$ cat src/rtl/morra_pkg.sv
`default_nettype none
// ============================================================================
//  Module   : morra_pkg
//  Purpose  : Shared types and defaults for the Morra Cinese scoreboard.
//             Holds the 2-bit round/match result code, the scoreboard state
//             enumeration and the default FIFO depth and counter width.
//  Ports    : none (package)
//  Revision : 1.0 - initial release
// ============================================================================
package morra_pkg;

   // Round / match result code, shared by MANCHE, PARTITA and the FIFO.
   typedef enum logic [1:0] {
      NONE = 2'b00,
      P1   = 2'b01,
      P2   = 2'b10,
      DRAW = 2'b11
   } result_t;

   typedef enum logic [1:0] {
      IDLE    = 2'd0,
      PLAYING = 2'd1,
      DONE    = 2'd2
   } sb_state_t;

   localparam int DEFAULT_DEPTH = 8;
   localparam int DEFAULT_CNT_W = 4;

endpackage
`default_nettype wire

$ cat src/rtl/morra_scoreboard_if.sv
`default_nettype none
// ============================================================================
//  Module   : morra_scoreboard_if
//  Purpose  : Valid/ready handshake carrying the round-history FIFO head
//             from the scoreboard to a display or host reader.
//  Ports    : HIST_VALID - FIFO not empty (scoreboard -> reader)
//             HIST_DATA  - oldest buffered MANCHE code (scoreboard -> reader)
//             HIST_READY - reader accepts HIST_DATA (reader -> scoreboard)
//  Revision : 1.0 - initial release
// ============================================================================
interface morra_scoreboard_if;

   logic       HIST_VALID;
   logic [1:0] HIST_DATA;
   logic       HIST_READY;

   modport master (
      output HIST_VALID,
      output HIST_DATA,
      input  HIST_READY
   );

   modport slave (
      input  HIST_VALID,
      input  HIST_DATA,
      output HIST_READY
   );

endinterface
`default_nettype wire

$ cat src/rtl/morra_hist_fifo.sv
`default_nettype none
// ============================================================================
//  Module   : morra_hist_fifo
//  Purpose  : Synchronous first-word-fall-through FIFO of 2-bit round codes.
//  Ports    : clk, rst_n       - clock, async active-low reset
//             flush            - empties the FIFO, overrides push/pop
//             push, din        - write request and data
//             pop              - read request (ignored while empty)
//             dout             - head entry, NONE when empty
//             full, empty      - occupancy flags
//  Revision : 1.0 - initial release
// ============================================================================
module morra_hist_fifo
   import morra_pkg::*;
#(
   parameter int DEPTH = DEFAULT_DEPTH
) (
   input  logic       clk,
   input  logic       rst_n,
   input  logic       flush,
   input  logic       push,
   input  logic       pop,
   input  logic [1:0] din,
   output logic [1:0] dout,
   output logic       full,
   output logic       empty
);

   localparam int AW = $clog2(DEPTH);

   logic [1:0]    r_mem [DEPTH];
   logic [AW-1:0] r_wr_ptr;
   logic [AW-1:0] r_rd_ptr;
   logic [AW:0]   r_count;

   logic w_pop;
   logic w_push;

   assign full   = (r_count == (AW+1)'(DEPTH));
   assign empty  = (r_count == '0);
   assign w_pop  = pop && !empty;
   // A push into a full FIFO is accepted only when a pop frees the slot
   // in the same cycle; the write lands where the read pointer leaves.
   assign w_push = push && (!full || w_pop);
   assign dout   = empty ? NONE : r_mem[r_rd_ptr];

   always_ff @(posedge clk or negedge rst_n) begin
      if (!rst_n) begin
         r_wr_ptr <= '0;
         r_rd_ptr <= '0;
         r_count  <= '0;
      end else if (flush) begin
         r_wr_ptr <= '0;
         r_rd_ptr <= '0;
         r_count  <= '0;
      end else begin
         if (w_push) r_wr_ptr <= r_wr_ptr + AW'(1);
         if (w_pop)  r_rd_ptr <= r_rd_ptr + AW'(1);
         case ({w_push, w_pop})
            2'b10:   r_count <= r_count + (AW+1)'(1);
            2'b01:   r_count <= r_count - (AW+1)'(1);
            default: r_count <= r_count;
         endcase
      end
   end

   // Storage needs no reset: the pointers/count define what is valid.
   always_ff @(posedge clk) begin
      if (w_push && !flush) r_mem[r_wr_ptr] <= din;
   end

endmodule
`default_nettype wire

$ cat src/rtl/morra_scoreboard.sv
`default_nettype none
// ============================================================================
//  Module   : morra_scoreboard
//  Purpose  : Tallies Morra Cinese rounds from the game FSMD, latches the
//             final match result and buffers per-round history in a FIFO.
//  Ports    : clk, rst_n                 - clock, async active-low reset
//             INIZIO                     - match restart strobe
//             MANCHE, PARTITA            - round / match result from game
//             WINS_P1, WINS_P2, DRAWS,
//             ROUNDS                     - saturating tallies
//             MATCH_DONE, MATCH_RESULT   - latched match outcome
//             HIST_OVF                   - sticky history overflow
//             hist                       - history valid/ready handshake
//  Revision : 1.0 - initial release
// ============================================================================
module morra_scoreboard
   import morra_pkg::*;
#(
   parameter int DEPTH = DEFAULT_DEPTH,
   parameter int CNT_W = DEFAULT_CNT_W
) (
   input  logic             clk,
   input  logic             rst_n,
   input  logic             INIZIO,
   input  logic [1:0]       MANCHE,
   input  logic [1:0]       PARTITA,
   output logic [CNT_W-1:0] WINS_P1,
   output logic [CNT_W-1:0] WINS_P2,
   output logic [CNT_W-1:0] DRAWS,
   output logic [CNT_W-1:0] ROUNDS,
   output logic             MATCH_DONE,
   output logic [1:0]       MATCH_RESULT,
   output logic             HIST_OVF,
   morra_scoreboard_if.master hist
);

   localparam logic [1:0]       ST_IDLE    = IDLE;
   localparam logic [1:0]       ST_PLAYING = PLAYING;
   localparam logic [1:0]       ST_DONE    = DONE;
   localparam logic [CNT_W-1:0] C_MAX      = '1;

   logic [1:0]       r_state;
   logic [CNT_W-1:0] r_wins_p1;
   logic [CNT_W-1:0] r_wins_p2;
   logic [CNT_W-1:0] r_draws;
   logic [CNT_W-1:0] r_rounds;
   logic             r_done;
   logic [1:0]       r_result;
   logic             r_ovf;

   logic       w_round;
   logic       w_pop;
   logic       w_full;
   logic       w_empty;
   logic [1:0] w_head;

   // INIZIO suppresses both the round event and the pop of its cycle.
   assign w_round = (r_state == ST_PLAYING) && !INIZIO && (MANCHE != NONE);
   assign w_pop   = !w_empty && hist.HIST_READY && !INIZIO;

   morra_hist_fifo #(
      .DEPTH (DEPTH)
   ) u_fifo (
      .clk   (clk),
      .rst_n (rst_n),
      .flush (INIZIO),
      .push  (w_round),
      .pop   (w_pop),
      .din   (MANCHE),
      .dout  (w_head),
      .full  (w_full),
      .empty (w_empty)
   );

   always_ff @(posedge clk or negedge rst_n) begin
      if (!rst_n) begin
         r_state   <= ST_IDLE;
         r_wins_p1 <= '0;
         r_wins_p2 <= '0;
         r_draws   <= '0;
         r_rounds  <= '0;
         r_done    <= 1'b0;
         r_result  <= NONE;
         r_ovf     <= 1'b0;
      end else if (INIZIO) begin
         r_state   <= ST_PLAYING;
         r_wins_p1 <= '0;
         r_wins_p2 <= '0;
         r_draws   <= '0;
         r_rounds  <= '0;
         r_done    <= 1'b0;
         r_result  <= NONE;
         r_ovf     <= 1'b0;
      end else if (r_state == ST_PLAYING) begin
         if (w_round) begin
            if (r_rounds != C_MAX) r_rounds <= r_rounds + CNT_W'(1);
            case (MANCHE)
               P1:      if (r_wins_p1 != C_MAX) r_wins_p1 <= r_wins_p1 + CNT_W'(1);
               P2:      if (r_wins_p2 != C_MAX) r_wins_p2 <= r_wins_p2 + CNT_W'(1);
               DRAW:    if (r_draws   != C_MAX) r_draws   <= r_draws   + CNT_W'(1);
               default: ;
            endcase
            // Dropped only if full and no pop makes room this cycle.
            if (w_full && !w_pop) r_ovf <= 1'b1;
         end
         if (PARTITA != NONE) begin
            r_result <= PARTITA;
            r_done   <= 1'b1;
            r_state  <= ST_DONE;
         end
      end
   end

   assign WINS_P1         = r_wins_p1;
   assign WINS_P2         = r_wins_p2;
   assign DRAWS           = r_draws;
   assign ROUNDS          = r_rounds;
   assign MATCH_DONE      = r_done;
   assign MATCH_RESULT    = r_result;
   assign HIST_OVF        = r_ovf;
   assign hist.HIST_VALID = !w_empty;
   assign hist.HIST_DATA  = w_head;

endmodule
`default_nettype wire

$ cat src/flat_wrapper.sv
// flat-port wrapper written by rule: the top's interface ports become plain ports
module morra_scoreboard_flat import morra_pkg::*;
#(
   parameter int DEPTH = DEFAULT_DEPTH,
   parameter int CNT_W = DEFAULT_CNT_W
)
  (clk, rst_n, INIZIO, MANCHE, PARTITA, WINS_P1, WINS_P2, DRAWS, ROUNDS, MATCH_DONE, MATCH_RESULT, HIST_OVF, hist_HIST_VALID, hist_HIST_DATA, hist_HIST_READY);
  morra_scoreboard_if hist_i ();
  input  logic clk;
  input  logic rst_n;
  input  logic INIZIO;
  input  logic [1:0] MANCHE;
  input  logic [1:0] PARTITA;
  output logic [CNT_W-1:0] WINS_P1;
  output logic [CNT_W-1:0] WINS_P2;
  output logic [CNT_W-1:0] DRAWS;
  output logic [CNT_W-1:0] ROUNDS;
  output logic MATCH_DONE;
  output logic [1:0] MATCH_RESULT;
  output logic HIST_OVF;
  output wire logic [$bits(hist_i.HIST_VALID)-1:0] hist_HIST_VALID;
  output wire logic [$bits(hist_i.HIST_DATA)-1:0] hist_HIST_DATA;
  input wire logic [$bits(hist_i.HIST_READY)-1:0] hist_HIST_READY;
  assign hist_HIST_VALID = hist_i.HIST_VALID;
  assign hist_HIST_DATA = hist_i.HIST_DATA;
  assign hist_i.HIST_READY = hist_HIST_READY;
  morra_scoreboard #(.DEPTH(DEPTH), .CNT_W(CNT_W)) u_core (.clk(clk), .rst_n(rst_n), .INIZIO(INIZIO), .MANCHE(MANCHE), .PARTITA(PARTITA), .WINS_P1(WINS_P1), .WINS_P2(WINS_P2), .DRAWS(DRAWS), .ROUNDS(ROUNDS), .MATCH_DONE(MATCH_DONE), .MATCH_RESULT(MATCH_RESULT), .HIST_OVF(HIST_OVF), .hist(hist_i));
endmodule
$ cat config.mk
export PLATFORM = sky130hd
export DESIGN_NAME = morra_scoreboard_flat
export DESIGN_NICKNAME = d
export VERILOG_FILES = /design/src/rtl/morra_pkg.sv /design/src/rtl/morra_scoreboard_if.sv /design/src/rtl/morra_hist_fifo.sv /design/src/rtl/morra_scoreboard.sv /design/src/flat_wrapper.sv
export SDC_FILE = /design/constraint.sdc
export NUM_CORES = 1
export LEC_CHECK = 0
export ABC_AREA = 0
export CELL_PAD_IN_SITES_DETAIL_PLACEMENT = 1
export CELL_PAD_IN_SITES_GLOBAL_PLACEMENT = 1
export CORE_ASPECT_RATIO = 0.8
export CORE_MARGIN = 3
export CORE_UTILIZATION = 45
export CTS_CLUSTER_DIAMETER = 100
export CTS_CLUSTER_SIZE = 14
export DETAILED_ROUTE_END_ITERATION = 8
export DONT_BUFFER_PORTS = 1
export HOLD_SLACK_MARGIN = 0.08
export PLACE_DENSITY = 0.8
export SLEW_MARGIN = 20
export SYNTH_ARGS = -nofsm -noshare
export SYNTH_HDL_FRONTEND = slang
export SYNTH_SLANG_ARGS = --single-unit
$ cat constraint.sdc
create_clock -name clk -period 2.79 [get_ports clk]
set_input_delay 0.558 -clock clk [delete_from_list [all_inputs] [get_ports clk]]
set_output_delay 0.558 -clock clk [all_outputs]
set_load 0.02 [all_outputs]
==> summary.txt <==
STA
  • Setup violations, final: 0
  • Slew headroom: 52.8%
  • Fin crit share: 90.4%
  • Final Hold Vio Count: 0
  • Worst-margin pin slew: 0.707 ns
  • Final Critical Period: 2.52 ns
  • Setup TNS Final: 0 ns
  • Final clock skew: 0.0168 ns
  • Fmax: 396 MHz
  • RSZ-0062 raised after global routing: false
  • Slew Limit Fails: 0

Finish
  • Area growth, synth to finish: 6.78%
  • Fillers: 538
  • Antenna diodes: 0
  • Post-Layout Cell Count: 278
  • Final #Nets: 232
  • Layout cells sized above 1: 10.6%

Logic synthesis
  • Yosys top cell by area: dfrtp_1
  • #FFs+latches synth: 47
  • Distinct cells, synth: 46
  • Primary FF master, synth: dfrtp_1
  • Seq/Total Area, Yosys: 52.0%
  • Post-synth top cells: dfrtp_1 (31), nor2_1 (27), edfxtp_1 (16), a21oi_1 (15), nand2_1 (11)
  • Top cells by area, synth: dfrtp_1 (32%), edfxtp_1 (20%), nor2_1 (4.2%)
  • Mapped Nets: 229
  • Synthesized area: 2420 um^2
  • Area share of the largest cell type after synthesis: 32.1%
  • EDFF count, synth: 16
  • Mean Syn Cell Area: 11.4 um^2
  • Instance count of the mapped netlist: 212
  • Most used standard cell by instance count after synthesis: dfrtp_1
  • Yosys warning total: 0
  • Async S/R FF share, synth: 66.0%

Clock network
  • Total CTS buffers: 5
  • Clock buffer depth: 2
  • H-tree Lvls: 2
  • CTS tree: done
  • CTS Sinks: 47
  • Clock latency on the worst-skew pair: 0.31 ns
  • Clock slew at reported path FFs: 0.10 ns
  • Clock Tree Root: clkbuf_8

Setup path
  • CP Cell Sequence: o41a_1 -> o21ai_0 -> nor2_1 -> ha_1 -> and3_1 -> o2111ai_1 -> o22ai_1 -> nor4b_1
  • Largest stage delay, worst path: 0.47 ns
  • WP data arrival: 2.72 ns
  • Critical-path maximum fanout: 6
  • Startpoint types: flip-flop
  • Crit path required time: 2.99 ns
  • Worst r2r path cells: 8
  • Crit-path slowest cell: dfrtp_1
  • Register-to-Register Setup Slack: 0.27 ns
  • Nature of the critical path endpoint: flip-flop
  • Worst flop-to-flop path endpoint: u_core.u_fifo.r_count[3]
  • Worst setup path category: flip-flop to flip-flop
  • RR Startpoint: u_core.u_fifo.r_count[1]

Global route
  • Vias in the first global route: 1,775
  • Grt ovf: 0
  • First-pass GRT wire length: 8630 um
  • Tot GR Track Use: 17.9%
  • Largest net degree at the start of global routing: 42
  • Initial antenna violation count: 0

Power
  • Pwr Density: 667 nW/um^2
  • Lkg Pwr: 0.00104 uW
  • Worst ir drop on vdd: 0.258 mV

Die
  • Initial Utilization: 47.4%
  • IO Count: 31
  • CORE AREA: 5090 um^2
  • Die Y: 71.5 um
  • Die Wd: 87.9 um
  • Full die area: 6290 um^2
  • Row cnt: 23

Detailed routing
  • DR vias/cell: 5.96
  • Residual DRC: 0
  • DR pass1 iterations: 4
  • 1st-iter DRT viols: 79
  • Wire per inst: 18.0 um
  • Antenna-violating nets left: 0
  • Via count: 1,658
  • Drt total wl: 5000 um

Placement
  • Placed insts: 268
  • Detailed placement HPWL: 3600 um
  • Final GP Congestion: 0.780
  • IO buf count: 0

Status
  • Status: finished, final reports clean

Job
  • Maxcap violations: 0

Hold path
  • Min-delay src: INIZIO
  • Worst hold stages: 1
  • HP Class: primary input to flip-flop
  • Worst Hold Path EP: u_core.DRAWS[3]
through the flow:
step | hold WS, ns | cell area [um^2] | util, % | setup slack [ns] | power (uW)
4_1_cts | 0.299 | 2580 | 50.7 | 0.255 | 1740
5_1_grt | 0.293 | 2580 | 50.7 | 0.0694 | 1840
3_5_place_dp | 0.264 | 2470 | 48.5 | 0.166 | 1320
6_report | 0.306 | 2580 | 50.7 | 0.268 | 1720
3_3_place_gp | 0.264 | 2470 | 48.5 | 0.327 | 1310
2_1_floorplan | 0.262 | 2420 | - | 0.466 | 1230
worst max path at each step:
stage | startpoint | to | slack, ns | cells past startpoint
final | u_core.u_fifo.r_count[1] | u_core.u_fifo.r_count[3] | 0.27 | 8
after global routing | u_core.u_fifo.r_count[0] | u_core.u_fifo.r_count[3] | 0.07 | 8
after CTS | u_core.u_fifo.r_count[0] | u_core.u_fifo.r_count[3] | 0.26 | 8
after detailed placement | MANCHE[1] | u_core.u_fifo.r_count[3] | 0.17 | 8
after global placement | MANCHE[1] | u_core.u_fifo.r_count[3] | 0.33 | 8
after floorplan | INIZIO | u_core.u_fifo.r_count[3] | 0.47 | 8
sequential cells by signal, summed over array words and instances (netlist names):
signal / cells
u_core.u_fifo.r_mem: 16
u_core.u_fifo.r_count: 4
u_core.MATCH_RESULT: 2
u_core.MATCH_DONE: 1
u_core.u_fifo.r_rd_ptr: 3
u_core.WINS_P2: 4
u_core.WINS_P1: 4
u_core.HIST_OVF: 1
u_core.DRAWS: 4
u_core.r_state: 1
u_core.u_fifo.r_wr_ptr: 3
u_core.ROUNDS: 4
where the power goes:
part / internal [uW] / leakage (uW) / total [uW] / switching, uW
Combinational: 192 / 0.000432 / 459 / 266
Clock: 176 / 0.0000422 / 405 / 229
Sequential: 763 / 0.000565 / 858 / 94.9
Total: 1130 / 0.00104 / 1720 / 590
critical path: cells and delay by family, from the launching register on:
kind | cells | cell delay [ns]
adder cells (fa/ha/maj) | 1 | 0.34
AO/OA/AOI/OAI | 4 | 0.93
AND/OR/NAND/NOR | 3 | 0.67
flip-flops | 1 | 0.47
routing by layer:
| layer | track usage, % | share of wire (%) | vias to the layer above |
|---|---|---|---|
| met1 | 24.2 | 47 | 836 |
| met4 | 5.11 | 1.1 | 0 |
| met2 | 28.0 | 47 | 29 |
| met3 | 5.52 | 4.9 | 6 |
| li1 | - | - | 787 |
| met5 | 0 | 0 | - |
what timing repair did:
| item | CTS | global route |
|---|---|---|
| hold buffers | 2 | 0 |
| resized for setup | 0 | 0 |
| hold endpoints to repair | 31 | 0 |
| buffers inserted | 0 | 0 |
placed cells by master (no fill, tap or decap), types with 3 or more instances in the layout:
cell / n
buf_4: 3
mux4_2: 4
o21ai_0: 9
xor2_1: 7
clkbuf_8: 5
inv_1: 7
ha_1: 8
nor2_1: 27
a21oi_1: 15
nor4_1: 3
nand3_1: 7
nor3_1: 3
dfrtp_1: 31
edfxtp_1: 16
or3_1: 5
xnor2_1: 3
nand2_1: 11
and3_1: 3
mux2i_1: 6
o211ai_1: 7
layout make-up:
type | count | area (um^2) | share of cell area (%)
Clock buffer | 7 | 76.3 | 2.96
Clock inverter | 1 | 5.00 | 0.194
Inverter | 7 | 26.3 | 1.02
Multi-Input combinational cell | 149 | 1090 | 42.1
Sequential cell | 47 | 1260 | 48.7
Tap cell | 62 | 77.6 | 3.01
Timing Repair Buffer | 5 | 52.6 | 2.04
cells by family after synthesis:
kind of cell | after synthesis | synth area share (%)
buffers and inverters | 16 | 3.06
AOI/OAI and AO/OA | 46 | 13.8
xor gates and xnor gates | 10 | 3.63
adders and majority gates | 9 | 4.97
DFF | 47 | 52.0
and+or+nand+nor | 74 | 16.3
muxes | 10 | 6.21
Power figures use the tool's default switching activity.
